File: src/rtl/mux_pkg.sv
// Shared types and helpers for the registered N:1 mux family.
package mux_pkg;

  typedef enum logic {
    IDLE = 1'b0,
    SCAN = 1'b1
  } state_t;

  localparam logic MODE_DIRECT = 1'b0;
  localparam logic MODE_SCAN   = 1'b1;

  // Ceiling log2, floored at 1 so a select field always has at least one bit.
  function automatic int unsigned clog2(input int unsigned v);
    int unsigned r;
    r = 0;
    while ((64'd1 << r) < 64'(v)) r = r + 1;
    if (r == 0) r = 1;
    return r;
  endfunction

endpackage

File: src/rtl/mux_next_ch.sv
// Next-set-bit priority encoder: lowest set bit of mask at index > from
// (or >= from when incl is set). No wrap-around.
module mux_next_ch
  #(parameter int unsigned N    = 32,
    parameter int unsigned SELW = 5)
  (
    input  logic [N-1:0]    mask,
    input  logic [SELW-1:0] from,
    input  logic            incl,
    output logic [SELW-1:0] idx,
    output logic            found
  );

  always_comb begin
    idx   = '0;
    found = 1'b0;
    for (int unsigned i = 0; i < N; i++) begin
      if (!found && mask[i] &&
          ((i > 32'(from)) || (incl && (i == 32'(from))))) begin
        idx   = SELW'(i);
        found = 1'b1;
      end
    end
  end

endmodule

File: src/rtl/mux_nto1_scan.sv
// Registered N:1 mux with direct-select and masked ascending scan modes,
// emitting items through a valid/ready output slot.
module mux_nto1_scan
  import mux_pkg::*;
  #(parameter  int unsigned N    = 32,
    parameter  int unsigned W    = 1,
    localparam int unsigned SELW = clog2(N))
  (
    input  logic            clk,
    input  logic            rst,
    input  logic            mode,
    input  logic [SELW-1:0] sel,
    input  logic [N*W-1:0]  in_bus,
    input  logic [N-1:0]    ch_mask,
    input  logic            start,
    output logic [W-1:0]    y,
    output logic [SELW-1:0] y_ch,
    output logic            y_valid,
    input  logic            y_ready,
    output logic            busy,
    output logic            done
  );

  state_t            state_q, state_d;
  logic [SELW-1:0]   ptr_q, ptr_d;
  logic [N-1:0]      mask_q, mask_d;
  logic              done_d;
  logic              slot_free;
  logic              cap;
  logic [SELW-1:0]   cap_ch;
  logic [W-1:0]      cap_data;

  logic [N-1:0]      s_mask;
  logic [SELW-1:0]   s_from;
  logic              s_incl;
  logic [SELW-1:0]   s_idx;
  logic              s_found;

  // One encoder serves both searches: in IDLE it finds the first channel of
  // the incoming mask, in SCAN it finds the successor of ptr in the latched mask.
  assign s_mask = (state_q == SCAN) ? mask_q : ch_mask;
  assign s_from = (state_q == SCAN) ? ptr_q  : '0;
  assign s_incl = (state_q == IDLE);

  mux_next_ch #(.N(N), .SELW(SELW)) u_next (
    .mask  (s_mask),
    .from  (s_from),
    .incl  (s_incl),
    .idx   (s_idx),
    .found (s_found)
  );

  assign slot_free = !y_valid || y_ready;
  assign busy      = (state_q == SCAN);

  always_comb begin
    state_d = state_q;
    ptr_d   = ptr_q;
    mask_d  = mask_q;
    done_d  = 1'b0;
    cap     = 1'b0;
    cap_ch  = ptr_q;
    unique case (state_q)
      IDLE: begin
        if (mode == MODE_DIRECT) begin
          cap    = slot_free;
          cap_ch = sel;
        end else if (start) begin
          mask_d = ch_mask;
          if (s_found) begin
            state_d = SCAN;
            ptr_d   = s_idx;
          end else begin
            done_d = 1'b1;
          end
        end
      end
      SCAN: begin
        if (slot_free) begin
          cap    = 1'b1;
          cap_ch = ptr_q;
          if (s_found) begin
            ptr_d = s_idx;
          end else begin
            state_d = IDLE;
            done_d  = 1'b1;
          end
        end
      end
      default: state_d = IDLE;
    endcase
  end

  // Out-of-range selects fall through to zero data.
  always_comb begin
    cap_data = '0;
    for (int unsigned k = 0; k < N; k++) begin
      if (32'(cap_ch) == k) cap_data = in_bus[k*W +: W];
    end
  end

  always_ff @(posedge clk) begin
    if (rst) begin
      state_q <= IDLE;
      ptr_q   <= '0;
      mask_q  <= '0;
      done    <= 1'b0;
      y       <= '0;
      y_ch    <= '0;
      y_valid <= 1'b0;
    end else begin
      state_q <= state_d;
      ptr_q   <= ptr_d;
      mask_q  <= mask_d;
      done    <= done_d;
      if (cap) begin
        y       <= cap_data;
        y_ch    <= cap_ch;
        y_valid <= 1'b1;
      end else if (slot_free) begin
        y_valid <= 1'b0;
      end
    end
  end

endmodule

File: config.mk
export PLATFORM = sky130hd
export DESIGN_NAME = mux_nto1_scan
export DESIGN_NICKNAME = d
export VERILOG_FILES = /design/src/rtl/mux_pkg.sv /design/src/rtl/mux_next_ch.sv /design/src/rtl/mux_nto1_scan.sv
export SDC_FILE = /design/constraint.sdc
export NUM_CORES = 1
export LEC_CHECK = 0
export ABC_AREA = 1
export BUFFER_PORTS_ARGS = -buffer_cell sky130_fd_sc_hd__buf_2
export CAP_MARGIN = 25
export CORE_MARGIN = 1
export CORE_UTILIZATION = 59
export CTS_CLUSTER_SIZE = 24
export DETAILED_ROUTE_END_ITERATION = 8
export PLACE_DENSITY = 0.95
export SYNTH_ARGS = -nofsm -noshare
export SYNTH_HDL_FRONTEND = slang
export SYNTH_SLANG_ARGS = --single-unit
File: constraint.sdc
create_clock -name clk -period 8.4 [get_ports clk]
set_input_delay 0.42 -clock clk [delete_from_list [all_inputs] [get_ports clk]]
set_output_delay 0.42 -clock clk [all_outputs]
set_load 0.02 [all_outputs]
-- Word-level counts from Yosys, hierarchy flattened
Cells that the tools add are included.
Widths: inputs -> output; s select.
- bits in registers: 46
- input bits: 74
- output and inout port bits: 9
- word-level logic and storage cells: 387
- $lt $le $gt $ge: 31
- equal/unequal tests: 65
- multiplexer cells: 119
- bitwise logic cells: 1
- reduce and logical (&&, ||, !) cells: 164
- operators with widths (cell ; count):
    $mux 5 ; 36
    $logic_and 1x1->1 ; 95
    $eq 5x5->1 const A ; 16
    $eq 5x5->1 const B ; 16
    $gt 5x5->1 const A ; 16
    $mux 1 ; 77
    $eq 4x5->1 const A ; 8
    $eq 5x4->1 const B ; 8
    $gt 4x5->1 const A ; 8
    $logic_not 1->1 ; 32
    $logic_or 1x1->1 ; 32
    $mux 32 ; 1
    $eq 3x5->1 const A ; 4
    $eq 5x3->1 const B ; 4
    $gt 3x5->1 const A ; 4
    $pmux 5 s2 ; 2
    $eq 2x5->1 const A ; 2
    $eq 5x2->1 const B ; 2
    $gt 2x5->1 const A ; 2
    $logic_not 5->1 ; 2
    $pmux 1 s2 ; 3
    $reduce_and 3->1 ; 2
    $eq 1x5->1 const A ; 1
    $eq 5x1->1 const B ; 1
    other kinds (5) ; 6

-- Depth between registers and ports, before layout
Gate-level depths: netlist (run 1).
- word-level depth: 133
- depth in mapped cells: 30
- depth with buffers taken out: 28

-- By module
A second synthesis (run 1) with hierarchy kept.
- cells, all modules: 665
- area, all modules: 3811.2 um^2
- modules (own cells, without submodules) (module ; instances ; cells an instance ; area each (um^2) ; seq. area each (um^2)):
    mux_nto1_scan ; 1 ; 427 ; 2565.0 ; 920.9
    mux_next_ch ; 1 ; 238 ; 1246.2 ; 0.0

-- Worst setup path after synthesis (run 1)
OpenSTA, ideal clock, no wires.
- path type: reg2reg
- start point: register state_q, in the netlist busy
- end point: register ptr_q[2]
- setup time: 113 ps
- arrival time: 2959 ps
- required time: 8287 ps
- slack: 5328 ps
- cell stages (with the launch flop): 26
- path buffers: 2
- period minus slack after synthesis: 3072 ps
- cell sequence: dfxtp_1 -> buf_6 -> buf_8 -> nand3_2 -> nand2_1 -> inv_2 -> nand3_2 -> nand2_2 -> nor2_4 -> nand4_2 -> nor2_4 -> nand4_4 -> nor2_4 -> nand4_4 -> nor2_4 -> nand4_4 -> nor3_4 -> nand4_2 -> nor2_1 -> nand4_2 -> nor2_4 -> nand4_4 -> nand2_4 -> nand2_1 -> nand2_1 -> nor2_1
- cells in the longest elaborated chain, start to end: 133
- elaborated cells on any way between the ends: 293
- those cells by class: order compare (31); eq/ne (34); mux (68); bitwise (1); reduce/logical (159)
- RTL lines (item ; line ; text):
    start, declared ; mux_nto1_scan.sv:24 ; state_t state_q, state_d;
    start signal, assigned ; mux_nto1_scan.sv:112 ; state_q <= state_d;
    $mux 5 ; mux_nto1_scan.sv:42 ; assign s_from = (state_q == SCAN) ? ptr_q : '0;
    $logic_not 5->1 ; mux_next_ch.sv:19 ; ((i > 32'(from)) || (incl && (i == 32'(from))))) begin
    $logic_and 1x1->1 ; mux_next_ch.sv:19 ;
    $logic_and 1x1->1 ; mux_next_ch.sv:18 ; if (!found && mask[i] &&
    $mux 1 ; mux_next_ch.sv:18 ;
    $logic_not 1->1 ; mux_next_ch.sv:18 ;
    $logic_and 1x1->1 (2 in a row) ; mux_next_ch.sv:18 ;
    $mux 1 ; mux_next_ch.sv:18 ;
    [115 not listed] ; n/a ;
    $mux 1 ; mux_next_ch.sv:18 ;
    $logic_not 1->1 ; mux_next_ch.sv:18 ;
    $logic_and 1x1->1 (2 in a row) ; mux_next_ch.sv:18 ;
    $mux 5 / $mux 1 (equally long branches) ; mux_next_ch.sv:18 ;
    $mux 5 ; mux_nto1_scan.sv:70, mux_nto1_scan.sv:82 ;
    $mux 5 ; mux_nto1_scan.sv:68 ; end else if (start) begin
    $mux 5 ; mux_nto1_scan.sv:65 ; if (mode == MODE_DIRECT) begin
    $pmux 5 s2 ; mux_nto1_scan.sv:63 ; unique case (state_q)
    end signal, assigned ; mux_nto1_scan.sv:113 ; ptr_q <= ptr_d;
    end, declared ; mux_nto1_scan.sv:25 ; logic [SELW-1:0] ptr_q, ptr_d;
Parallel ways exist; a longest one is shown, timed or not. The select of a mux whose other input is x is not followed.
A chain may end at the register's enable or synchronous reset.

-- Final worst setup path (run 1)
- start point: register state_q, in the netlist busy
- end point: register ptr_q[0]
Same word-level chain as after synthesis.

==> results of run 1 <==
registers in the layout, summed over array words and instances (netlist names):
signal	cells
busy	1
done	1
mask_q	31
ptr_q	5
y	1
y_ch	5
y_valid	1
cells in the final DEF (no fill, tap or decap), types with 2 or more instances in the layout:
| cell type | n |
|---|---|
| a21oi_1 | 24 |
| a31oi_1 | 4 |
| buf_2 | 82 |
| buf_4 | 2 |
| clkbuf_8 | 6 |
| clkinv_1 | 3 |
| dfxtp_1 | 45 |
| inv_1 | 78 |
| inv_2 | 4 |
| nand2_1 | 155 |
| nand2_2 | 5 |
| nand2_4 | 2 |
| nand3_1 | 41 |
| nand3_2 | 3 |
| nand3b_1 | 3 |
| nand4_1 | 20 |
| nand4_2 | 3 |
| nand4_4 | 4 |
| nor2_1 | 130 |
| nor2_2 | 3 |
| nor2_4 | 5 |
| nor3_1 | 12 |
| nor4_1 | 2 |
| o211ai_1 | 2 |
| o21ai_0 | 49 |
| o31ai_1 | 2 |
| or2_2 | 2 |
critical path, stage by stage, from the launching register on:
cell	delay, ns
dfxtp_1	0.85
buf_4	0.43
inv_2	0.32
nand3b_1	0.19
nand2_1	0.07
nand3_1	0.09
nand2_1	0.11
nor2_4	0.14
nand4_2	0.12
nor2_4	0.15
nand4_4	0.11
nor2_4	0.13
nand4_4	0.11
nor2_4	0.15
nand4_4	0.12
nor3_4	0.17
nand4_2	0.12
nor2_1	0.15
nand4_2	0.11
nor2_4	0.17
nand4_4	0.14
nand2_4	0.13
nand2_1	0.08
nand2_1	0.07
nor2_1	0.05
through the flow:
stage                     instances  cell area [sq um]  setup slack, ns  power, mW  utilization [%]
after floorplan                 641               3690             5.33      0.382                -
after global placement          777               4100             4.26      0.432             68.4
after detailed placement        777               4100             4.02      0.438             68.4
after CTS                       785               4220             3.99      0.616             70.4
after global routing            785               4220             3.54      0.654             70.4
final                           785               4220             3.98      0.620             70.4
area by class of cell:
class / count / area (sq um) / area share (%)
clock buffer: 6 / 82.6 / 1.96
clock inverter: 2 / 37.5 / 0.889
inverter: 85 / 319 / 7.56
multi-input combinational: 488 / 2360 / 55.9
sequential: 45 / 901 / 21.3
tap: 75 / 93.8 / 2.22
timing repair buffer: 84 / 425 / 10.1
where the power goes:
group	internal, mW	switching [mW]	leakage, nW
clock network	0.0970	0.0856	0.0574
logic	0.0641	0.129	1.71
registers	0.230	0.0140	0.371
routing by layer:
layer	GRT usage [%]	vias to the layer above	part of all wire, %
met3	6.74	28	7.1
li1	-	2209	-
met2	56.1	181	45
met1	42.1	1922	45
met4	14.5	0	2.6
met5	0	-	0
how the worst min path moves through the flow:
| stage | to | cells past startpoint | slack [ns] |
|---|---|---|---|
| 2_1_floorplan | mask_q[10]$_SDFFE_PP0P_ | 2 | 0.45 |
| 3_3_place_gp | y$_SDFFE_PP0P_ | 2 | 0.45 |
| 5_1_grt | y_valid$_SDFFE_PP0P_ | 2 | 0.30 |
| 6_report | y$_SDFFE_PP0P_ | 2 | 0.30 |
| 3_5_place_dp | y$_SDFFE_PP0P_ | 2 | 0.46 |
| 4_1_cts | y$_SDFFE_PP0P_ | 2 | 0.30 |
cell usage after synthesis, types with 5 or more instances:
library cell	instances	share of area [%]
nand2_1	155	16
inv_1	78	7.9
nand3_1	41	5.6
nand2_2	5	0.85
nand4_1	20	3.4
nor2_4	5	1.5
dfxtp_1	45	24
nor3_1	12	1.6
nor2_1	130	13
clkbuf_1	15	1.5
o21ai_0	49	6.6
a21oi_1	24	3.3
logic make-up (layout without fill, tap and decap cells):
group	after synthesis	after routing	synth area share, %
simple gates	393	393	49.3
compound gates	95	95	14.7
buf+inv	108	177	11.7
flops	45	45	24.4
==> results.py, run 1 <==
metrics = {
    "yosys": {
        "synth_ff_type": "dfxtp_1",
        "synth_nets": 715,
        "async_flop_share_pct": 0,
        "yosys_register_bits": 45,
        "syn_area_sq_um": 3690,
        "syn_inst": 641,
        "ys_warn_count": 0,
        "synth-seq-area-share_pct": 24.4,
        "synth.avg_cell_area_sq_um": 5.76,
        "ys_types": 47,
        "synth_edf_count": 0,
    },
    "sta": {
        "rsz0062_at_grt": "false",
        "relSlewSlack_pct": 30.8,
        "fmax_ghz": 0.226,
        "worstMarginPinSlew_ns": 1.04,
        "timing.hold.ws_ns": 0.300,
        "hold_violations": 0,
        "slew_viol_final": 0,
        "setup_tns_ns": 0,
        "fin_skew_ns": 0.00480,
        "setup_viol_count_final": 0,
        "min_period_over_period_pct": 52.6,
        "finalCriticalPeriod_ns": 4.42,
    },
    "placement": {
        "port_buffers": 82,
        "dpl.hpwl_um": 8190,
        "place.gp.congestion": 1.01,
    },
    "worst_setup_path": {
        "regToRegEndpoint": "ptr_q[0]$_SDFFE_PP0P_",
        "critPathRequiredTime_ns": 8.61,
        "start_kind": "flip-flop",
        "r2r_setup_slack_ns": 3.98,
        "worstSetupStartpoint": "busy$_SDFF_PP0_",
        "cp_max_fo": 35,
        "r2r.worst_path.cells": 24,
        "crit_path_end_kind": "flip-flop",
        "cp.arrival_ns": 4.63,
        "worst-setup-path-type": "flip-flop to flip-flop",
        "setup.worst_path.end": "ptr_q[0]$_SDFFE_PP0P_",
        "rr_startpoint": "busy$_SDFF_PP0_",
    },
    "routing": {
        "first_iter_violations": 281,
        "wirelength_um": 10800,
        "wl_per_cell_um": 13.7,
        "vias": 4340,
        "via_per_inst": 5.53,
        "ant_nets": 0,
        "drc": 0,
        "drtPass1Iterations": 5,
    },
    "clocking": {
        "clk_pin_slew_ns": 0.10,
        "ctsHoldBuffers": 0,
        "root_buffer": "clkbuf_8",
        "cts_buffers": 5,
        "htree_levels": 2,
        "clock_sinks": 45,
        "cts_resized": 0,
        "cts_setup_buffers": 0,
        "cts_buffer_depth": 2,
        "cts_tree": "done",
        "clkLatencyLatePin_ns": 0.31,
    },
    "die": {
        "core.rowCount": 28,
        "core_sq_um": 5990,
        "die_x_um": 81.1,
        "ios": 83,
        "die_h_um": 81.1,
        "start_util_pct": 61.6,
        "die_area_sq_um": 6580,
    },
    "finish": {
        "syn2layout_area_growth_pct": 14.3,
        "drive_gt1_share_pct": 17.9,
        "fillerInstances": 537,
        "layout.nets": 783,
        "antenna_cells": 0,
    },
    "global_route": {
        "grt_usage_pct": 33.7,
        "first_global_vias": 3840,
        "gr-total-overflow": 0,
        "grt_pass1_wl_um": 17000,
        "grt_max_degree": 43,
        "antenna_found_initial": 0,
    },
    "pwr": {
        "powerDensity_nw_per_um2": 147,
        "peakVddDrop_v": 0.0000992,
        "leakage_nw": 2.14,
    },
    "job": {
        "cap_violations": 0,
    },
    "outcome": {
        "status": "finished, final reports clean",
    },
    "worst_hold_path": {
        "hold_path_class": "input port to flip-flop",
        "hold_path_startpoint": "rst",
    },
}
(Power assumes the default switching activity.)
==> inputs of run 2 (changes only) <==
--- a/config.mk
+++ b/config.mk
@@ -9,10 +9,10 @@
 export BUFFER_PORTS_ARGS = -buffer_cell sky130_fd_sc_hd__buf_2
 export CAP_MARGIN = 25
 export CORE_MARGIN = 1
-export CORE_UTILIZATION = 59
+export CORE_UTILIZATION = 55
 export CTS_CLUSTER_SIZE = 24
 export DETAILED_ROUTE_END_ITERATION = 8
-export PLACE_DENSITY = 0.95
+export PLACE_DENSITY = 0.92
 export SYNTH_ARGS = -nofsm -noshare
 export SYNTH_HDL_FRONTEND = slang
 export SYNTH_SLANG_ARGS = --single-unit
==> constraint.sdc (replaced) <==
create_clock -name clk -period 4.2 [get_ports clk]
set_input_delay 0.21 -clock clk [delete_from_list [all_inputs] [get_ports clk]]
set_output_delay 0.21 -clock clk [all_outputs]
set_load 0.02 [all_outputs]
==> run 2 against run 1 <==
  * Critical endpoint is now ptr_q[1]$_SDFFE_PP0P_
  * Routed wire length grew 0.94%
  * Register-to-register slack lost 3.5 ns
  * Critical path depth grew 1
  * Non-clock buffer count grew 5
  * Maximum frequency grew 19%
  * Worst setup slack lost 3.5 ns
  * Die area grew 7.1%
  * Via count grew 3.1%
  * The run now ends with DRC left
  * Critical path type unchanged
  * Sequential share of layout area shrank 0.23 points
  * Combinational power grew 110%
==> results.py, run 2 (synthesis results as in run 1) <==
metrics = {
    "finish": {
        "top_register": "mask_q",
        "largest_reg_flops": 31,
        "layout.nets": 788,
        "layout_commonest_cell": "nand2_1",
        "reg_top3": "mask_q x31, ptr_q x5, y_ch x5",
        "antenna_cells": 0,
        "drive_gt1_share_pct": 18.2,
        "final_area_sq_um": 4270,
        "utilization_pct": 66.4,
        "syn2layout_area_growth_pct": 15.6,
        "final_cell_mix": "155 x nand2_1, 130 x nor2_1, 82 x buf_2",
        "fillerInstances": 586,
    },
    "clocking": {
        "cts_buffers": 5,
        "cts_resized": 0,
        "root_buffer": "clkbuf_8",
        "cts_setup_buffers": 0,
        "clock_sinks": 45,
        "cts_tree": "done",
        "clk_pin_slew_ns": 0.08,
        "cts_buffer_depth": 2,
        "ctsHoldBuffers": 0,
        "clkLatencyLatePin_ns": 0.30,
        "htree_levels": 2,
    },
    "die": {
        "die_x_um": 83.9,
        "ios": 83,
        "die_h_um": 83.9,
        "start_util_pct": 57.5,
        "die_area_sq_um": 7050,
        "core.rowCount": 29,
        "core_sq_um": 6420,
    },
    "sta": {
        "min_period_over_period_pct": 88.1,
        "rsz0062_at_grt": "false",
        "relSlewSlack_pct": 60.3,
        "setup_viol_count_final": 0,
        "slew_viol_final": 0,
        "fin_skew_ns": 0.00595,
        "setup_tns_ns": 0,
        "fmax_ghz": 0.270,
        "hold_violations": 0,
        "finalCriticalPeriod_ns": 3.70,
        "worstMarginPinSlew_ns": 0.589,
    },
    "pwr": {
        "powerDensity_nw_per_um2": 274,
        "peakVddDrop_v": 0.000177,
        "total_power_mw": 1.17,
        "leakage_nw": 2.16,
    },
    "placement": {
        "dpl.hpwl_um": 7960,
        "placed_cell_area_sq_um": 4130,
        "port_buffers": 82,
        "place.gp.congestion": 0.990,
    },
    "worst_setup_path": {
        "cp_max_fo": 16,
        "r2r_setup_slack_ns": 0.50,
        "start_kind": "flip-flop",
        "crit_path_end_kind": "flip-flop",
        "worst-setup-path-type": "flip-flop to flip-flop",
        "crit_path_frequent_cell": "nor2_1",
        "r2r.worst_path.cells": 25,
        "cp.arrival_ns": 3.94,
        "regToRegEndpoint": "ptr_q[1]$_SDFFE_PP0P_",
        "cp_slowest_cell": "dfxtp_1",
        "rr_startpoint": "busy$_SDFF_PP0_",
        "critPathRequiredTime_ns": 4.44,
        "cpPeakStageDelay_ns": 0.53,
    },
    "routing": {
        "drc": 12,
        "ant_nets": 0,
        "drtPass1Iterations": 8,
        "via_per_inst": 5.65,
        "wl_per_cell_um": 13.7,
        "vias": 4473,
        "first_iter_violations": 341,
        "wirelength_um": 10900,
    },
    "job": {
        "cap_violations": 0,
    },
    "worst_hold_path": {
        "hold_path_startpoint": "rst",
        "hold_path_class": "input port to flip-flop",
        "worst_hold_path.endpoint": "y$_SDFFE_PP0P_",
        "hold_depth": 2,
    },
    "global_route": {
        "grt_max_degree": 43,
        "gr-total-overflow": 0,
        "grt_pass1_wl_um": 18200,
        "antenna_found_initial": 0,
        "grt_usage_pct": 31.3,
        "first_global_vias": 4162,
    },
    "outcome": {
        "status": "finished, violations left",
        "violations": "DRC",
    },
}
run 2: changes by cell type in the layout (fill, tap and decap cells not counted), sizes merged:
cell      delta
buf          +5
bufinv       -1
clkbuf       +1
clkinvlp     -1
run 2: through the flow:
| step | hold slack (ns) | setup slack, ns | instances |
|---|---|---|---|
| 4_1_cts | 0.0988 | 0.567 | 789 |
| 2_1_floorplan | 0.279 | 1.13 | 641 |
| 3_3_place_gp | 0.417 | 0.807 | 782 |
| 3_5_place_dp | 0.414 | 0.640 | 782 |
| 6_report | 0.102 | 0.498 | 791 |
| 5_1_grt | 0.118 | 0.215 | 791 |
run 2: worst max-delay path, delay by kind of cell, from the launching register on:
kind / cells / cell delay (ns)
buf+inv: 3 / 0.45
flops: 1 / 0.53
compound gates: 1 / 0.18
simple gates: 21 / 2.51
run 2: cell type report:
class / instances / area [sq um] / area share [%]
well taps: 77 / 96.3 / 2.26
clock buffers: 7 / 86.3 / 2.02
multi-input cells: 488 / 2360 / 55.3
inverters: 85 / 319 / 7.48
repair buffers: 89 / 503 / 11.8
flip-flops and latches: 45 / 901 / 21.1
run 2: how the worst max path moves through the flow:
stage	start	to	slack, ns	depth (start not counted)
3_5_place_dp	busy$_SDFF_PP0_	ptr_q[1]$_SDFFE_PP0P_	0.64	24
4_1_cts	busy$_SDFF_PP0_	ptr_q[0]$_SDFFE_PP0P_	0.57	24
6_report	busy$_SDFF_PP0_	ptr_q[1]$_SDFFE_PP0P_	0.50	25
3_3_place_gp	busy$_SDFF_PP0_	ptr_q[1]$_SDFFE_PP0P_	0.81	24
2_1_floorplan	busy$_SDFF_PP0_	ptr_q[2]$_SDFFE_PP0P_	1.13	25
5_1_grt	busy$_SDFF_PP0_	ptr_q[0]$_SDFFE_PP0P_	0.21	24
run 2: layer usage:
metal / wire (um) / vias to the layer above / track usage, %
met5: 0 / - / 0
met4: 365 / 0 / 12.2
met3: 800 / 41 / 5.64
met2: 5050 / 226 / 53.2
met1: 4640 / 1989 / 39.0
li1: - / 2217 / -
run 2: power breakdown:
part | leakage [nW] | internal, mW | switching [mW] | total, mW
logic | 1.75 | 0.137 | 0.264 | 0.401
clock network | 0.0443 | 0.131 | 0.149 | 0.280
registers | 0.371 | 0.461 | 0.0259 | 0.487
